===== src/rtl/alu_unit.sv =====
// ---------------------------------------------------------------------------
// alu_unit
//   Registered 32-bit arithmetic/logic unit for the processor datapath.
//   Every cycle the operation selected by `control` is evaluated on `a` and
//   `b`, and the 32-bit result together with ARM-style condition flags
//   {N,Z,C,V} is captured on the next rising clock edge. There is no
//   handshake and no internal state other than the output registers.
//
// Ports
//   clk       in   1   system clock, rising-edge active
//   reset     in   1   synchronous active-high reset (clears result/flags)
//   a         in  32   operand A
//   b         in  32   operand B (b[4:0] is the shift amount for shifts)
//   control   in   4   operation select
//   result    out 32   registered operation result
//   ALUFlags  out  4   registered flags: [3]=N [2]=Z [1]=C [0]=V
// ---------------------------------------------------------------------------
module alu_unit #(
  parameter int WIDTH = 32
) (
  input  logic             clk,
  input  logic             reset,
  input  logic [WIDTH-1:0] a,
  input  logic [WIDTH-1:0] b,
  input  logic [3:0]       control,
  output logic [WIDTH-1:0] result,
  output logic [3:0]       ALUFlags
);

  // Operation encodings
  localparam logic [3:0] OP_ADD  = 4'b0000;
  localparam logic [3:0] OP_SUB  = 4'b0001;
  localparam logic [3:0] OP_AND  = 4'b0010;
  localparam logic [3:0] OP_ORR  = 4'b0011;
  localparam logic [3:0] OP_EOR  = 4'b0100;
  localparam logic [3:0] OP_BIC  = 4'b0101;
  localparam logic [3:0] OP_MOV  = 4'b0110;
  localparam logic [3:0] OP_MVN  = 4'b0111;
  localparam logic [3:0] OP_LSL  = 4'b1000;
  localparam logic [3:0] OP_LSR  = 4'b1001;
  localparam logic [3:0] OP_ASR  = 4'b1010;
  localparam logic [3:0] OP_ROR  = 4'b1011;
  localparam logic [3:0] OP_MUL  = 4'b1100;
  localparam logic [3:0] OP_RSB  = 4'b1101;
  localparam logic [3:0] OP_SLT  = 4'b1110;
  localparam logic [3:0] OP_SLTU = 4'b1111;

  // Pack the four condition flags; N and Z always derive from the result.
  function automatic logic [3:0] pack_flags(
    input logic [WIDTH-1:0] res,
    input logic             carry,
    input logic             ovf
  );
    pack_flags = {res[WIDTH-1], (res == {WIDTH{1'b0}}), carry, ovf};
  endfunction

  // Signed overflow of x + y (or x - y when y is passed pre-inverted sign):
  // operands agree in sign and the result sign disagrees.
  function automatic logic add_ovf(
    input logic sx,
    input logic sy,
    input logic sr
  );
    add_ovf = (sx == sy) && (sr != sx);
  endfunction

  logic [4:0]       sh_s;        // shift amount, upper bits of b ignored
  logic [WIDTH:0]   add_s;       // {carry, sum}
  logic [WIDTH:0]   sub_s;       // {borrow, a-b}
  logic [WIDTH:0]   rsb_s;       // {borrow, b-a}
  logic [WIDTH:0]   lsl_s;       // {last bit out, a<<sh}
  logic [WIDTH:0]   lsr_s;       // {a>>sh, last bit out}
  logic [WIDTH:0]   asr_s;       // {a>>>sh, last bit out}
  logic [WIDTH-1:0] ror_s;
  logic [WIDTH-1:0] mul_s;
  logic             slt_s;
  logic             sltu_s;
  logic [WIDTH-1:0] res_s;
  logic             carry_s;
  logic             ovf_s;

  assign sh_s  = b[4:0];
  assign add_s = {1'b0, a} + {1'b0, b};
  assign sub_s = {1'b0, a} - {1'b0, b};
  assign rsb_s = {1'b0, b} - {1'b0, a};

  // Widening by one bit on the side the data leaves captures the last bit
  // shifted out; with a zero shift that extra bit is the zero pad.
  assign lsl_s = {1'b0, a} << sh_s;
  assign lsr_s = {a, 1'b0} >> sh_s;
  assign asr_s = $signed({a, 1'b0}) >>> sh_s;

  // A left shift by 32 yields zero, so sh=0 naturally returns a unchanged.
  assign ror_s = (a >> sh_s) | (a << (6'd32 - {1'b0, sh_s}));

  assign mul_s  = a * b;
  assign slt_s  = $signed(a) < $signed(b);
  assign sltu_s = a < b;

  // Operation select: result, carry and overflow for the current inputs.
  always_comb begin
    res_s   = {WIDTH{1'b0}};
    carry_s = 1'b0;
    ovf_s   = 1'b0;
    case (control)
      OP_ADD: begin
        res_s   = add_s[WIDTH-1:0];
        carry_s = add_s[WIDTH];
        ovf_s   = add_ovf(a[WIDTH-1], b[WIDTH-1], add_s[WIDTH-1]);
      end
      OP_SUB: begin
        res_s   = sub_s[WIDTH-1:0];
        carry_s = ~sub_s[WIDTH];
        ovf_s   = add_ovf(a[WIDTH-1], ~b[WIDTH-1], sub_s[WIDTH-1]);
      end
      OP_AND: res_s = a & b;
      OP_ORR: res_s = a | b;
      OP_EOR: res_s = a ^ b;
      OP_BIC: res_s = a & ~b;
      OP_MOV: res_s = b;
      OP_MVN: res_s = ~b;
      OP_LSL: begin
        res_s   = lsl_s[WIDTH-1:0];
        carry_s = lsl_s[WIDTH];
      end
      OP_LSR: begin
        res_s   = lsr_s[WIDTH:1];
        carry_s = lsr_s[0];
      end
      OP_ASR: begin
        res_s   = asr_s[WIDTH:1];
        carry_s = asr_s[0];
      end
      OP_ROR: begin
        res_s = ror_s;
        if (sh_s != 5'd0) begin
          carry_s = ror_s[WIDTH-1];
        end else begin
          carry_s = 1'b0;
        end
      end
      OP_MUL: res_s = mul_s;
      OP_RSB: begin
        res_s   = rsb_s[WIDTH-1:0];
        carry_s = ~rsb_s[WIDTH];
        ovf_s   = add_ovf(b[WIDTH-1], ~a[WIDTH-1], rsb_s[WIDTH-1]);
      end
      OP_SLT:  res_s = {{(WIDTH-1){1'b0}}, slt_s};
      OP_SLTU: res_s = {{(WIDTH-1){1'b0}}, sltu_s};
      default: begin
        res_s   = {WIDTH{1'b0}};
        carry_s = 1'b0;
        ovf_s   = 1'b0;
      end
    endcase
  end

  // Output registers: reset clears both, otherwise capture this cycle's op.
  always_ff @(posedge clk) begin
    if (reset) begin
      result   <= {WIDTH{1'b0}};
      ALUFlags <= 4'b0000;
    end else begin
      result   <= res_s;
      ALUFlags <= pack_flags(res_s, carry_s, ovf_s);
    end
  end

endmodule


===== config.mk =====
export PLATFORM = sky130hd
export DESIGN_NAME = alu_unit
export DESIGN_NICKNAME = d
export VERILOG_FILES = /design/src/rtl/alu_unit.sv
export SDC_FILE = /design/constraint.sdc
export NUM_CORES = 2
export LEC_CHECK = 0
export CAP_MARGIN = 10
export CORE_ASPECT_RATIO = 0.8
export CORE_MARGIN = 2
export CORE_UTILIZATION = 44
export DETAILED_ROUTE_END_ITERATION = 16
export GPL_TIMING_DRIVEN = 0
export HOLD_SLACK_MARGIN = 0.12
export SYNTH_ARGS = -nofsm -noshare
export SYNTH_HDL_FRONTEND = slang
export SYNTH_SLANG_ARGS = --single-unit

===== constraint.sdc =====
create_clock -name clk -period 22.9 [get_ports clk]
set_input_delay 6.87 -clock clk [delete_from_list [all_inputs] [get_ports clk]]
set_output_delay 6.87 -clock clk [all_outputs]
set_load 0.02 [all_outputs]

== Word level (Yosys, flattened, before mapping) ==
Cells that the tools add are included.

* Register bits after elaboration: 36
* Input port bits: 70
* Logic and storage cells: 55

* Add/sub/neg operators: 4
* Multipliers: 1
* $lt $le $gt $ge: 2
* Eq/ne operators: 21
* Shift operators: 5
* Multiplexer cells: 4
* Bitwise gates (word level): 10
* Reductions and logical operators: 6

{| class="wikitable"
|+ Operators with widths
! kind !! count
|-
| one-hot mux 32 bit (16 select lines) || 1
|-
| subtractor 32 x 32 -> 33 bit || 2
|-
| AND 32 bit || 2
|-
| less-than comparator 32 bit || 2
|-
| bitwise OR 32 bit || 2
|-
| adder 32 x 32 -> 33 bit || 1
|-
| << shifter 32 x 5 -> 33 bit || 1
|-
| right shift 33 x 5 -> 33 bit || 1
|-
| >>> shifter 33 x 5 -> 33 bit || 1
|-
| == test 4 bit (second input constant) || 8
|-
| zero test 32 bit || 1
|-
| multiplier 32 x 32 -> 32 bit || 1
|-
| NOT 32 bit || 1
|-
| << shifter 32 x 6 -> 32 bit || 1
|-
| right shift 32 x 5 -> 32 bit || 1
|-
| bitwise XOR 32 bit || 1
|-
| == test 4 x 3 -> 1 bit (second input constant) || 4
|-
| == test 4 x 2 -> 1 bit (second input constant) || 2
|-
| one-hot mux 1 bit (7 select lines) || 1
|-
| subtractor 6 x 5 -> 6 bit (first input constant) || 1
|-
| nonzero test 5 bit || 1
|-
| == test 4 x 1 -> 1 bit (second input constant) || 1
|-
| zero test 4 bit || 1
|-
| NOT 1 bit || 4
|-
| other kinds (5) || 11
|}

== Depth between registers and ports, before layout ==
* Depth in word-level cells: 5
* Gate-level depth with buffers: 35
* Depth with buffers taken out: 29

== Worst setup path after synthesis ==
No wires, ideal clock.

* Kind: input port to flip-flop
* From: in b[2]
* To: reg ALUFlags[2]
* Library setup time: 0.087 ns
* Arrival: 16.371 ns
* Slack: 6.442 ns
* Stages on the path: 34
* Cell sequence: clkbuf_1 > inv_1 > buf_1 > buf_1 > clkbuf_1 > clkbuf_1 > buf_1 > buf_1 > nor2_1 > fa_1 > inv_1 > fa_1 > fa_1 > fa_1 > inv_1 > fa_1 > inv_1 > fa_1 > inv_1 > fa_1 > fa_1 > ha_1 > and2_1 > a221o_1 > a211o_1 > a2111oi_0 > and4_1 > o211a_1 > o311ai_0 > o311ai_0 > nor2_1 > nor4b_2 > nand4_1 > nor4b_2

* Cells in the longest elaborated chain, start to end: 5

{| class="wikitable"
|+ RTL lines
! element !! RTL line !! RTL
|-
| start, declared || 24 || <nowiki>input logic [WIDTH-1:0] b,</nowiki>
|-
| branches (longest 3 deep; another with multiplier 32 x 32 -> 32 bit) || -- ||
|-
| one-hot mux 32 bit (16 select lines) (*) || 105 || <nowiki>case (control)</nowiki>
|-
| zero test 32 bit (*) || 54 || <nowiki>pack_flags = {res[WIDTH-1], (res == {WIDTH{1'b0}}), carry, ovf};</nowiki>
|-
| end signal, assigned || 165 || <nowiki>ALUFlags <= pack_flags(res_s, carry_s, ovf_s);</nowiki>
|-
| end, declared || 27 || <nowiki>output logic [3:0] ALUFlags</nowiki>
|}

Every way passes the cells marked *.
A chain may end at the register's enable or synchronous reset.

== Final worst setup path ==
Ends and elaborated chain as after synthesis.

==> impl_metrics.tcl <==
set metrics [dict create \
    synth_top_area_share 0.267 \
    detail-route-antenna-nets 0 \
    drt_first_pass_iters 10 \
    core_um2 69100 \
    vias 35900 \
    num_io_pins 106 \
    syn-num-nets 4716 \
    path_class "input pin to flip-flop" \
    worst_path_largest_cell_delay_ns 0.91 \
    ys.flop_type "dfxtp_1" \
    htreeDepth 2 \
    syn_area_um2 30800 \
    cts.sinks 35 \
    nets 4849 \
    die_area_um2 72200 \
    die-height_um 241 \
    drt_iter0_drc 7081 \
    path_max_fanout 11 \
    rows 86 \
    async_flop_share 0 \
    dpl-instance-area_um2 33200 \
    wire_per_inst_um 39.1 \
    numPortBuffers 105 \
    grt_pass1_vias 32500 \
    die_w_um 300 \
    finalWirelength_um 197000 \
    grt_overflow 0 \
    vias_per_cell 7.12 \
    period_needed_ns 21.29 \
    fin_crit_sh 0.930 \
    end_kind "flip-flop" \
    yosysWarnings 0 \
    setup_viol 0 \
    antenna_found_initial 18 \
    drc 0 \
    ys_types 85 \
    cp_slowest_cell "o41ai_1" \
    cts_resized 0 \
    synth_area_leaders "fa_1, ha_1, nor2_1" \
    fillerInstances 6966 \
    cap_violations 3 \
    drv_slew 20 \
    hold_violations 0 \
    netlist_instances 3982 \
    failed_checks "capacitance limit, slew limit" \
    crit_required_ns 23.15 \
    regArea_um2 701 \
    synth_seq_area_share 0.0227 \
    area_delta_synth_final_pct 8.64 \
    fmax_ghz 0.0470 \
    hold_path_class "input pin to flip-flop" \
    clk_pin_slew_worst_paths_ns 0.07 \
    grt_max_degree 14 \
    cts_buffers 5 \
    grt_use_total 0.535 \
    cts_buffer_depth 2 \
    layout-drive-gt1-share 0.0522 \
    holdBufCountCts 0 \
    place.gp.congestion 1.18 \
    slew_headroom -0.0284 \
    place_ws_ns 2.13 \
    dp.final_hpwl_um 163000 \
    synth_top_area_cell "fa_1" \
    critPathMostFrequentCell "fa_1" \
    worstPathArrival_ns 21.54 \
    final_area_um2 33500 \
    setup_tns_ns 0 \
    start_util 0.446 \
    finalWorstSetupSlack_ns 1.61 \
    ys_ff_latch 35 \
    cts_root_buf "clkbuf_16" \
    avgSynthCellArea_um2 7.74 \
    cts_setup_buffers 0 \
    multiInputGateArea_um2 27100 \
    grt_pass1_wl_um 265000 \
    outcome "finished, violations left" \
    grt_setup_unrepaired "false" \
    worstSetupStartpointType "input pin" \
    synth_enable_flop_cells 0 \
    worst_pin_slew_ns 1.53 \
    cts_tree "yes" \
]
==> final timing paths <==
kind | startpoint | end | slack [ns] | cells past startpoint
worst max-delay path | b[2] | ALUFlags[2] | 1.61 | 32
worst min-delay path | b[31] | ALUFlags[0] | 7.67 | 5
==> cell usage after synthesis (23+ instances only) <==
cell type  count
nor2_1       517
nor4_1        27
a21o_1        44
or2_2         24
nand3_1       56
a21oi_1      200
mux2_2        33
nor2b_1       27
mux4_2        81
dfxtp_1       35
o22ai_1       52
xor2_1        30
a221oi_1      26
a31oi_1       24
o21ai_0      143
fa_1         411
mux2i_1       83
buf_1         45
inv_1        477
clkbuf_1     241
nand2_1      433
o211ai_1      49
xnor2_1      100
a211oi_1      48
ha_1         253
o31ai_1       23
nor3_1        63
nand2b_1      36
==> critical path, delay by kind of cell <==
kind | cells | cell delay [ns]
compound gates | 4 | 2.18
xor+xnor | 1 | 0.53
fa+ha+maj | 9 | 3.84
buf+inv | 11 | 6.12
simple gates | 7 | 1.90
==> registers in the layout, summed over array words and instances, names as in the netlist <==
signal    cells
result       32
ALUFlags      3
==> cell type report <==
type / count / share of cell area
Clock inverter: 3 / 0.000598
Multi-Input combinational cell: 3144 / 0.809
Timing Repair Buffer: 126 / 0.0392
Clock buffer: 5 / 0.00374
Inverter: 497 / 0.0557
Antenna cell: 10 / 0.000747
Sequential cell: 35 / 0.0209
Buffer: 306 / 0.0354
Tap cell: 924 / 0.0345
==> layer usage <==
layer	track usage	wire length, µm
met1	0.703	75100
met2	0.648	67500
met3	0.349	40000
met4	0.259	13300
met5	0.0985	1360
==> cells in the final DEF (no fill, tap or decap), types with 18 or more instances in the layout <==
cell,count
xor2_1,30
inv_1,477
and2_1,22
nand2_1,433
nand2b_1,36
o22ai_1,52
nor2b_1,27
buf_2,19
mux2i_1,83
o31ai_1,23
dfxtp_1,35
xnor2_1,100
nor4_1,27
o21bai_1,19
fa_1,411
mux4_2,81
mux2_2,33
buf_1,45
clkdlybuf4s50_1,105
nor3_1,62
nor2_1,517
clkinv_1,18
a21o_1,44
or3_1,18
a211oi_1,48
o211ai_1,49
clkbuf_1,240
or2_2,24
o21ai_0,142
ha_1,253
a221oi_1,25
a21oi_1,200
o32ai_1,18
and3_1,19
nand3_1,56
a31oi_1,24
==> cells by family (layout without fill, tap and decap cells) <==
logic type      count (synthesis)  in the layout  share of synthesized area
compound gates                835            835                      0.183
flops                          35             35                     0.0227
other cells                     0             10                          0
fa+ha+maj                     664            664                      0.370
mux                           197            197                     0.0982
xor+xnor                      130            130                     0.0369
simple gates                 1318           1318                      0.191
buf+inv                       803            937                     0.0989
==> stage by stage <==
stage / utilization / hold WS, ns / cells
6_report: 0.485 / 7.67 / 5050
5_1_grt: 0.485 / 7.68 / 5042
4_1_cts: 0.483 / 7.60 / 5033
3_5_place_dp: 0.481 / 7.66 / 5025
3_3_place_gp: 0.478 / 7.66 / 5011
2_1_floorplan: - / 6.95 / 3982
Power is not shown: default switching activity piles up to over one toggle a cycle in this logic, so the estimate is an artifact.
